File: src/rtl/rv32i_pkg.sv
// Shared RV32I decode definitions: base opcodes, immediate formats, ID-stage FSM states
// and the immediate-assembly helpers used by id_stage.
package rv32i_pkg;

  localparam logic [6:0] OP_LOAD     = 7'b0000011;
  localparam logic [6:0] OP_MISC_MEM = 7'b0001111;
  localparam logic [6:0] OP_IMM      = 7'b0010011;
  localparam logic [6:0] OP_AUIPC    = 7'b0010111;
  localparam logic [6:0] OP_STORE    = 7'b0100011;
  localparam logic [6:0] OP_OP       = 7'b0110011;
  localparam logic [6:0] OP_LUI      = 7'b0110111;
  localparam logic [6:0] OP_BRANCH   = 7'b1100011;
  localparam logic [6:0] OP_JALR     = 7'b1100111;
  localparam logic [6:0] OP_JAL      = 7'b1101111;
  localparam logic [6:0] OP_SYSTEM   = 7'b1110011;

  typedef enum logic [2:0] {IMM_NONE, IMM_I, IMM_S, IMM_B, IMM_U, IMM_J} imm_type_e;

  typedef enum logic {ST_RUN = 1'b0, ST_BUBBLE = 1'b1} state_e;

  function automatic logic is_legal(input logic [6:0] op);
    case (op)
      OP_LOAD, OP_MISC_MEM, OP_IMM, OP_AUIPC, OP_STORE, OP_OP,
      OP_LUI, OP_BRANCH, OP_JALR, OP_JAL, OP_SYSTEM: is_legal = 1'b1;
      default:                                       is_legal = 1'b0;
    endcase
  endfunction

  function automatic imm_type_e imm_type_of(input logic [6:0] op);
    case (op)
      OP_LOAD, OP_IMM, OP_JALR, OP_SYSTEM: imm_type_of = IMM_I;
      OP_STORE:                            imm_type_of = IMM_S;
      OP_BRANCH:                           imm_type_of = IMM_B;
      OP_LUI, OP_AUIPC:                    imm_type_of = IMM_U;
      OP_JAL:                              imm_type_of = IMM_J;
      default:                             imm_type_of = IMM_NONE;
    endcase
  endfunction

  function automatic logic [31:0] make_imm(input imm_type_e t, input logic [31:0] i);
    case (t)
      IMM_I:   make_imm = {{21{i[31]}}, i[30:20]};
      IMM_S:   make_imm = {{21{i[31]}}, i[30:25], i[11:7]};
      IMM_B:   make_imm = {{20{i[31]}}, i[7], i[30:25], i[11:8], 1'b0};
      IMM_U:   make_imm = {i[31:12], 12'h000};
      IMM_J:   make_imm = {{12{i[31]}}, i[19:12], i[20], i[30:21], 1'b0};
      default: make_imm = 32'h0000_0000;
    endcase
  endfunction

endpackage

File: src/rtl/regfile.sv
// 32x32 register file: two async read ports, one clocked write port, x0 hard-wired to 0.
// Optional same-cycle write-back bypass on reads when WB_BYPASS_EN is defined.
module regfile (
  input  logic        clk,
  input  logic        rst_,
  input  logic        we,
  input  logic [4:0]  waddr,
  input  logic [31:0] wdata,
  input  logic [4:0]  raddr_a,
  input  logic [4:0]  raddr_b,
  output logic [31:0] rdata_a,
  output logic [31:0] rdata_b
);

  logic [31:0] regs [1:31];

  // NOTE: the array is reset explicitly because software may read any register before
  // writing it; this costs a reset net on every bit, so it cannot map to a RAM macro.
  always_ff @(posedge clk or negedge rst_) begin
    if (!rst_) begin
      for (int i = 1; i < 32; i++) regs[i] <= '0;
    end else if (we && (waddr != 5'd0)) begin
      regs[waddr] <= wdata;
    end
  end

  // NOTE: every path of a combinational block assigns a default first, so no latch is inferred.
  always_comb begin
    rdata_a = '0;
    if (raddr_a != 5'd0) begin
      rdata_a = regs[raddr_a];
`ifdef WB_BYPASS_EN
      if (we && (waddr == raddr_a)) rdata_a = wdata;
`endif
    end
  end

  always_comb begin
    rdata_b = '0;
    if (raddr_b != 5'd0) begin
      rdata_b = regs[raddr_b];
`ifdef WB_BYPASS_EN
      if (we && (waddr == raddr_b)) rdata_b = wdata;
`endif
    end
  end

endmodule

File: src/rtl/id_stage.sv
// RV32I instruction decode stage: field/immediate decode, register read, illegal-opcode
// flag and a RUN/BUBBLE FSM that inserts one bubble on a load-use hazard. WB_BYPASS_EN selects
// same-cycle write-back forwarding inside the register file.
module id_stage
  import rv32i_pkg::*;
(
  input  logic        clk,
  input  logic        rst_,
  input  logic        if_valid,
  input  logic [31:0] if_pc,
  input  logic [31:0] if_instr,
  input  logic        flush,
  input  logic        ex_valid,
  input  logic [6:0]  ex_opcode,
  input  logic [4:0]  ex_rd_addr,
  input  logic        wb_we,
  input  logic [4:0]  wb_rd_addr,
  input  logic [31:0] wb_data,
  output logic        id_valid,
  output logic [31:0] id_pc,
  output logic [31:0] imm,
  output logic [6:0]  opcode,
  output logic [2:0]  func3,
  output logic [6:0]  func7,
  output logic [4:0]  rs1_addr,
  output logic [4:0]  rs2_addr,
  output logic [4:0]  rd_addr,
  output logic [31:0] rs1_data,
  output logic [31:0] rs2_data,
  output logic        stall,
  output logic        illegal
);

  state_e state, state_next;
  logic   uses_rs1, uses_rs2, hazard, legal;

  assign opcode   = if_instr[6:0];
  assign rd_addr  = if_instr[11:7];
  assign func3    = if_instr[14:12];
  assign rs1_addr = if_instr[19:15];
  assign rs2_addr = if_instr[24:20];
  assign func7    = if_instr[31:25];
  assign id_pc    = if_pc;
  assign imm      = make_imm(imm_type_of(opcode), if_instr);

  assign legal    = is_legal(opcode);
  assign illegal  = rst_ & if_valid & ~legal;

  assign uses_rs1 = ~((opcode == OP_LUI) | (opcode == OP_AUIPC) | (opcode == OP_JAL));
  assign uses_rs2 = (opcode == OP_BRANCH) | (opcode == OP_STORE) | (opcode == OP_OP);

  assign hazard = if_valid & ex_valid & (ex_opcode == OP_LOAD) & (ex_rd_addr != 5'd0) &
                  ((uses_rs1 & (ex_rd_addr == rs1_addr)) | (uses_rs2 & (ex_rd_addr == rs2_addr)));

  regfile u_regfile (
    .clk     (clk),
    .rst_    (rst_),
    .we      (wb_we),
    .waddr   (wb_rd_addr),
    .wdata   (wb_data),
    .raddr_a (rs1_addr),
    .raddr_b (rs2_addr),
    .rdata_a (rs1_data),
    .rdata_b (rs2_data)
  );

  // NOTE: state registers use non-blocking assignment so every flop samples pre-edge values.
  always_ff @(posedge clk or negedge rst_) begin
    if (!rst_) state <= ST_RUN;
    else       state <= state_next;
  end

  always_comb begin
    state_next = state;
    case (state)
      ST_RUN:    if (hazard) state_next = ST_BUBBLE;
      ST_BUBBLE: state_next = ST_RUN;
      default:   state_next = ST_RUN;
    endcase
    if (flush) state_next = ST_RUN;
  end

  // Flush wins over the hazard stall; outputs are held low while reset is asserted.
  always_comb begin
    stall    = 1'b0;
    id_valid = if_valid & ~illegal;
    if ((state == ST_RUN) && hazard) begin
      stall    = 1'b1;
      id_valid = 1'b0;
    end
    if (flush || !rst_) begin
      stall    = 1'b0;
      id_valid = 1'b0;
    end
  end

endmodule

File: config.mk
export PLATFORM = sky130hd
export DESIGN_NAME = id_stage
export DESIGN_NICKNAME = d
export VERILOG_FILES = /design/src/rtl/rv32i_pkg.sv /design/src/rtl/regfile.sv /design/src/rtl/id_stage.sv
export SDC_FILE = /design/constraint.sdc
export NUM_CORES = 2
export LEC_CHECK = 0
export CORE_MARGIN = 2
export CORE_UTILIZATION = 55
export DETAILED_ROUTE_END_ITERATION = 12
export PLACE_DENSITY = 0.84
export SLEW_MARGIN = 10
export SYNTH_ARGS = -nofsm -noshare
export SYNTH_HDL_FRONTEND = slang
export SYNTH_SLANG_ARGS = --single-unit
File: constraint.sdc
create_clock -name clk -period 3 [get_ports clk]
set_input_delay 0.75 -clock clk [delete_from_list [all_inputs] [get_ports clk]]
set_output_delay 0.75 -clock clk [all_outputs]
set_load 0.05 [all_outputs]
After elaboration in Yosys (flattened, before gate mapping)
Cells that the tools add are included.
Widths: inputs -> output; s select.

cells by class
  shift-type cells = 0
  add/subtract/negate cells = 0
  reduce and logical (&&, ||, !) cells = 12
  div/mod/pow operators = 0
  multiply operators = 0
  multiplexer cells = 21
  order comparisons = 4
  equality and inequality tests = 19
  bitwise operators = 21

operators by type and width
  kind                number
  $bwmux 992          1
  $bmux 32 s5         2
  $mux 32             7
  $demux 32 s5        1
  $pmux 32 s5         1
  $eq 7x7->1 const B  4
  $eq 7x6->1 const B  3
  $reduce_bool 5->1   4
  $ge 6x6->1 const B  3
  $not 5->6           3
  $pmux 3 s5          1
  $eq 7x2->1 const B  2
  $eq 7x5->1 const B  2
  $reduce_or 11->1    1
  $eq 5x5->1          2
  $and 1x1->1         9
  $eq 7x4->1 const B  1
  $mux 1              7
  $eq 3x2->1 const B  2
  $eq 3x3->1 const B  2
  $lt 6x1->1 const B  1
  $or 1x1->1          5
  $not 1->1           4
  $reduce_or 4->1     1
  other kinds (6)     8

storage, ports and cells
  logic and storage cells = 109
  memories kept = 0
  output and inout bits = 163
  memory bits (read-only) = 0
  input port bits = 119
  RAM bits = 0
  bits in registers = 993
  bits in latches = 0

Longest topological paths before layout
  word-level depth = 10
  depth in mapped cells = 9

Hierarchy
Synthesis repeated with hierarchy kept, for this count alone.

unflattened totals
  cells, all modules = 4252
  area, all modules = 54733.7 µm²

modules (own cells, without submodules)
  module    instances  seq. area each (µm²)  area an instance (µm²)  cells each
  regfile   1          24823.8               53383.7                 4076
  id_stage  1          25.0                  1350.0                  176

Worst setup path before layout
No wires, ideal clock.

  kind = input -> output
  start point = in if_instr[5]
  end point = out id_valid
  required time = 2.250 ns
  data arrival time = 3.720 ns
  cell stages on the path = 6
  path slack = -1.470 ns
  path through = clkbuf_1 > nor2_1 > o2111ai_1 > nand2b_1 > nor4_1 > nor3b_1

on the way
  elaborated cells on any way between the ends = 29
  classes of those cells = eq/ne: 11; mux: 3; bitwise: 13; reduce/logical: 2

RTL lines
  item                                      RTL line         RTL
  from (decl)                               id_stage.sv:11   input logic [31:0] if_instr,
  $eq 7x6->1, or another cell as far along  rv32i_pkg.sv:22  case (op)
  $reduce_or 11->1 *                        rv32i_pkg.sv:22
  $mux 1 *                                  rv32i_pkg.sv:22
  $not 1->1 *                               id_stage.sv:47   assign illegal = rst_ & if_valid & ~legal;
  $and 1x1->1 *                             id_stage.sv:47
  named net illegal                         id_stage.sv:31   output logic illegal
  $not 1->1 *                               id_stage.sv:86   id_valid = if_valid & ~illegal;
  $and 1x1->1 *                             id_stage.sv:86
  $mux 1 *                                  id_stage.sv:87   if ((state == ST_RUN) && hazard) begin
  $mux 1 *                                  id_stage.sv:91   if (flush || !rst_) begin
  to (decl)                                 id_stage.sv:19   output logic id_valid,

The timed path passes the listed nets; every way through them passes the cells marked *.

Worst setup path in the final report
  start point = reg u_regfile.regs[510] (netlist name)
  end point = out rs2_data[30]

on the way
  word-level cells in the longest chain between the ends = 4

ends and longest elaborated chain
  item                                        RTL line        RTL
  from (decl)                                 regfile.sv:15   logic [31:0] regs [1:31];
  from (signal, indexed assignment)           regfile.sv:23   regs[waddr] <= wdata;
  $bmux 32 s5                                 regfile.sv:41   rdata_b = regs[raddr_b];
  $mux 32 (implied by the code) (2 in a row)  regfile.sv:41
  $mux 32                                     regfile.sv:40   if (raddr_b != 5'd0) begin
  to (decl)                                   id_stage.sv:29  output logic [31:0] rs2_data,

No other way between the ends. The select of a mux whose other input is x is not followed.

==> reports/qor.yml <==
synth_area_mm2: 0.0543
clk_latency_ps: 710
finClkSkew_ps: 0
holdCritPathClass: "in2async"
outcome: "finished, violations left"
yosysSeqAreaShare: 0.458
die_y_um: 318
maxSlewViolCount: 0
syn_to_final_growth_pct: 29.9
setup_ws_ps: -618
fmax_mhz: 276
drive_gt1_frac: 0.644
startpoint_type: "register"
ant_nets: 0
drt_iter0_drc: 6022
dieArea_mm2: 0.101
io_pins: 282
port_buffers: 217
vias: 41800
switching_share: 0.306
rsz0062_at_grt: "true"
globalRouteOverflowTotal: 0
mostFrequentLayoutCells: "mux2_2 (1060), dfrtp_1 (993), mux4_2 (430), buf_4 (421), buf_12 (236)"
critPathRequiredTime_ps: 2250
relSlewSlack: 0.305
synth_edf_count: 0
worstPathArrival_ps: 2870
comb_power_share: 0.272
power.density_mw_per_mm2: 640
irDropWorstVdd_mv: 0.532
core_area_mm2: 0.0981
switching_power_mw: 13.8
first_global_vias: 42400
die_w_um: 318
wl_per_cell_um: 37.0
seq_power_share: 0.410
cts_tree: "built"
yosysTopAreaCell: "dfrtp_1"
cts_buffer_depth: 3
grt_max_degree: 161
place.gp.congestion: 0.905
rows: 115
grt_antenna_before_repair: 7
ys.flop_type: "dfrtp_1"
period_needed_ps: 3620
final_core_util: 0.719
synthCells: 3699
dpl.hpwl_um: 110000
synth_top_area_share: 0.458
nets: 4343
cts.sinks: 993
finalWirelength_um: 207000
ys_ff_latch: 993
dr.pass1.iters: 6
end_kind: "primary output"
ys_types: 49
async_reset_ff_frac: 1.00
period_share: 1.21
syn_avg_cell_area_um2: 14.7
grt_pass1_wl_um: 284000
worst_pin_slew_ps: 1040
clkPwrFrac: 0.318
leakagePower_nw: 30.9
htree_levels: 3
synth_warnings: 0
cts_root_buf: "clkbuf_16"
final_common_cell: "mux2_2"
viasPerCell: 7.45
pre_cts_ws_ps: -687
intPower_mw: 31.4
drc: 0
crit_type: "reg2out"
cts_inserted_buffers: 104
track_usage: 0.378
finalHoldViolCount: 0
yosys-top-cells-area: "dfrtp_1 (46%), mux2_2 (23%), mux4_2 (18%)"
worstPathMaxFanout: 3
syn-num-nets: 3818
setup_viol: 68
clkTransAtPathRegs_ps: 70
violations: "negative setup slack"
drv_cap: 0
initial_core_util: 0.553
[Yosys cell counts (all sizes together) (20+ instances only)]
| master | count |
|---|---|
| a211oi | 20 |
| a21o | 20 |
| a21oi | 22 |
| a221oi | 53 |
| a22o | 26 |
| a22oi | 56 |
| buf | 223 |
| clkbuf | 237 |
| dfrtp | 993 |
| mux2 | 1113 |
| mux2i | 159 |
| mux4 | 430 |
| nand2 | 78 |
| nand3 | 24 |
| nor2 | 31 |
| nor2b | 29 |
| nor3 | 22 |
| o21ai | 47 |
[per-stage QoR]
step	power [mW]	cell area, um2	cells	hold slack [ps]	TNS [ps]
after floorplan	25.1	55400	3699	454	-11590
after global placement	28.2	63000	5237	485	-46380
after detailed placement	28.8	63000	5237	502	-47930
after CTS	43.6	69300	5539	468	-19140
after global routing	46.3	70500	5601	491	-24390
final	45.2	70600	5606	477	-22760
[final cells by class]
cell class	count	area (um2)
clock inverter	46	671
inverter	1	6.26
multi-input combinational	2246	29200
fill	5333	27600
clock buffer	149	3080
sequential	993	24800
timing repair buffer	878	11100
antenna	6	15.0
tap	1287	1610
[worst paths after layout]
check	startpoint	to	slack [ps]	cells past startpoint
min in group clk	u_regfile.regs[526]$_DFFE_PN0P_	u_regfile.regs[526]$_DFFE_PN0P_	530	1
max in group asynchronous	rst_	u_regfile.regs[452]$_DFFE_PN0P_	890	4
worst min-delay path	rst_	state$_DFF_PN0_	480	2
worst max register to register	u_regfile.regs[606]$_DFFE_PN0P_	u_regfile.regs[606]$_DFFE_PN0P_	1900	3
worst max-delay path	u_regfile.regs[510]$_DFFE_PN0P_	rs2_data[30]	-620	4
worst min register to register	u_regfile.regs[526]$_DFFE_PN0P_	u_regfile.regs[526]$_DFFE_PN0P_	530	1
[power groups by stage]
stage          registers [mW]  logic, mW  clock network (mW)
5_1_grt                  18.6       12.7                14.9
4_1_cts                  18.1       11.4                14.2
3_3_place_gp             18.0       10.2                   0
2_1_floorplan            17.4       7.64                   0
6_report                 18.5       12.3                14.4
3_5_place_dp             18.2       10.6                   0
[critical path, stage by stage, from the launching register on]
cell and delay [ps]:
dfrtp_1 450, mux4_2 580, mux4_2 590, mux2_4 360
buf_8 160
[flip-flops by register name, indices dropped and copies added (netlist names)]
signal,flops
u_regfile.regs,992
state,1
[metal layers]
| metal | share of wire | global-route usage | up-vias | wire, um |
|---|---|---|---|---|
| met5 | 0.00034 | 0.00142 | - | 70 |
| met4 | 0.093 | 0.269 | 4 | 19200 |
| met3 | 0.14 | 0.119 | 1326 | 29300 |
| met2 | 0.44 | 0.571 | 3905 | 91500 |
| met1 | 0.32 | 0.464 | 21300 | 67200 |
| li1 | - | - | 15300 | - |
[kinds of logic after synthesis]
| kind of cell | Yosys count | share of synthesized area |
|---|---|---|
| xor gates and xnor gates | 11 | 0.00177 |
| muxes | 1702 | 0.438 |
| and+or+nand+nor | 236 | 0.0216 |
| AOI/OAI and AO/OA | 296 | 0.0404 |
| buffers and inverters | 461 | 0.0402 |
| DFF | 993 | 0.458 |
[what timing repair did]
action,4_1_cts,5_1_grt
endpoints found under the hold margin,1,0
hold buffers,1,0
endpoints found under the setup margin,99,99
buffers inserted,79,68
gates resized for setup,297,163
pin swaps,69,55
cloned,28,9
Power figures use the tool's default switching activity.
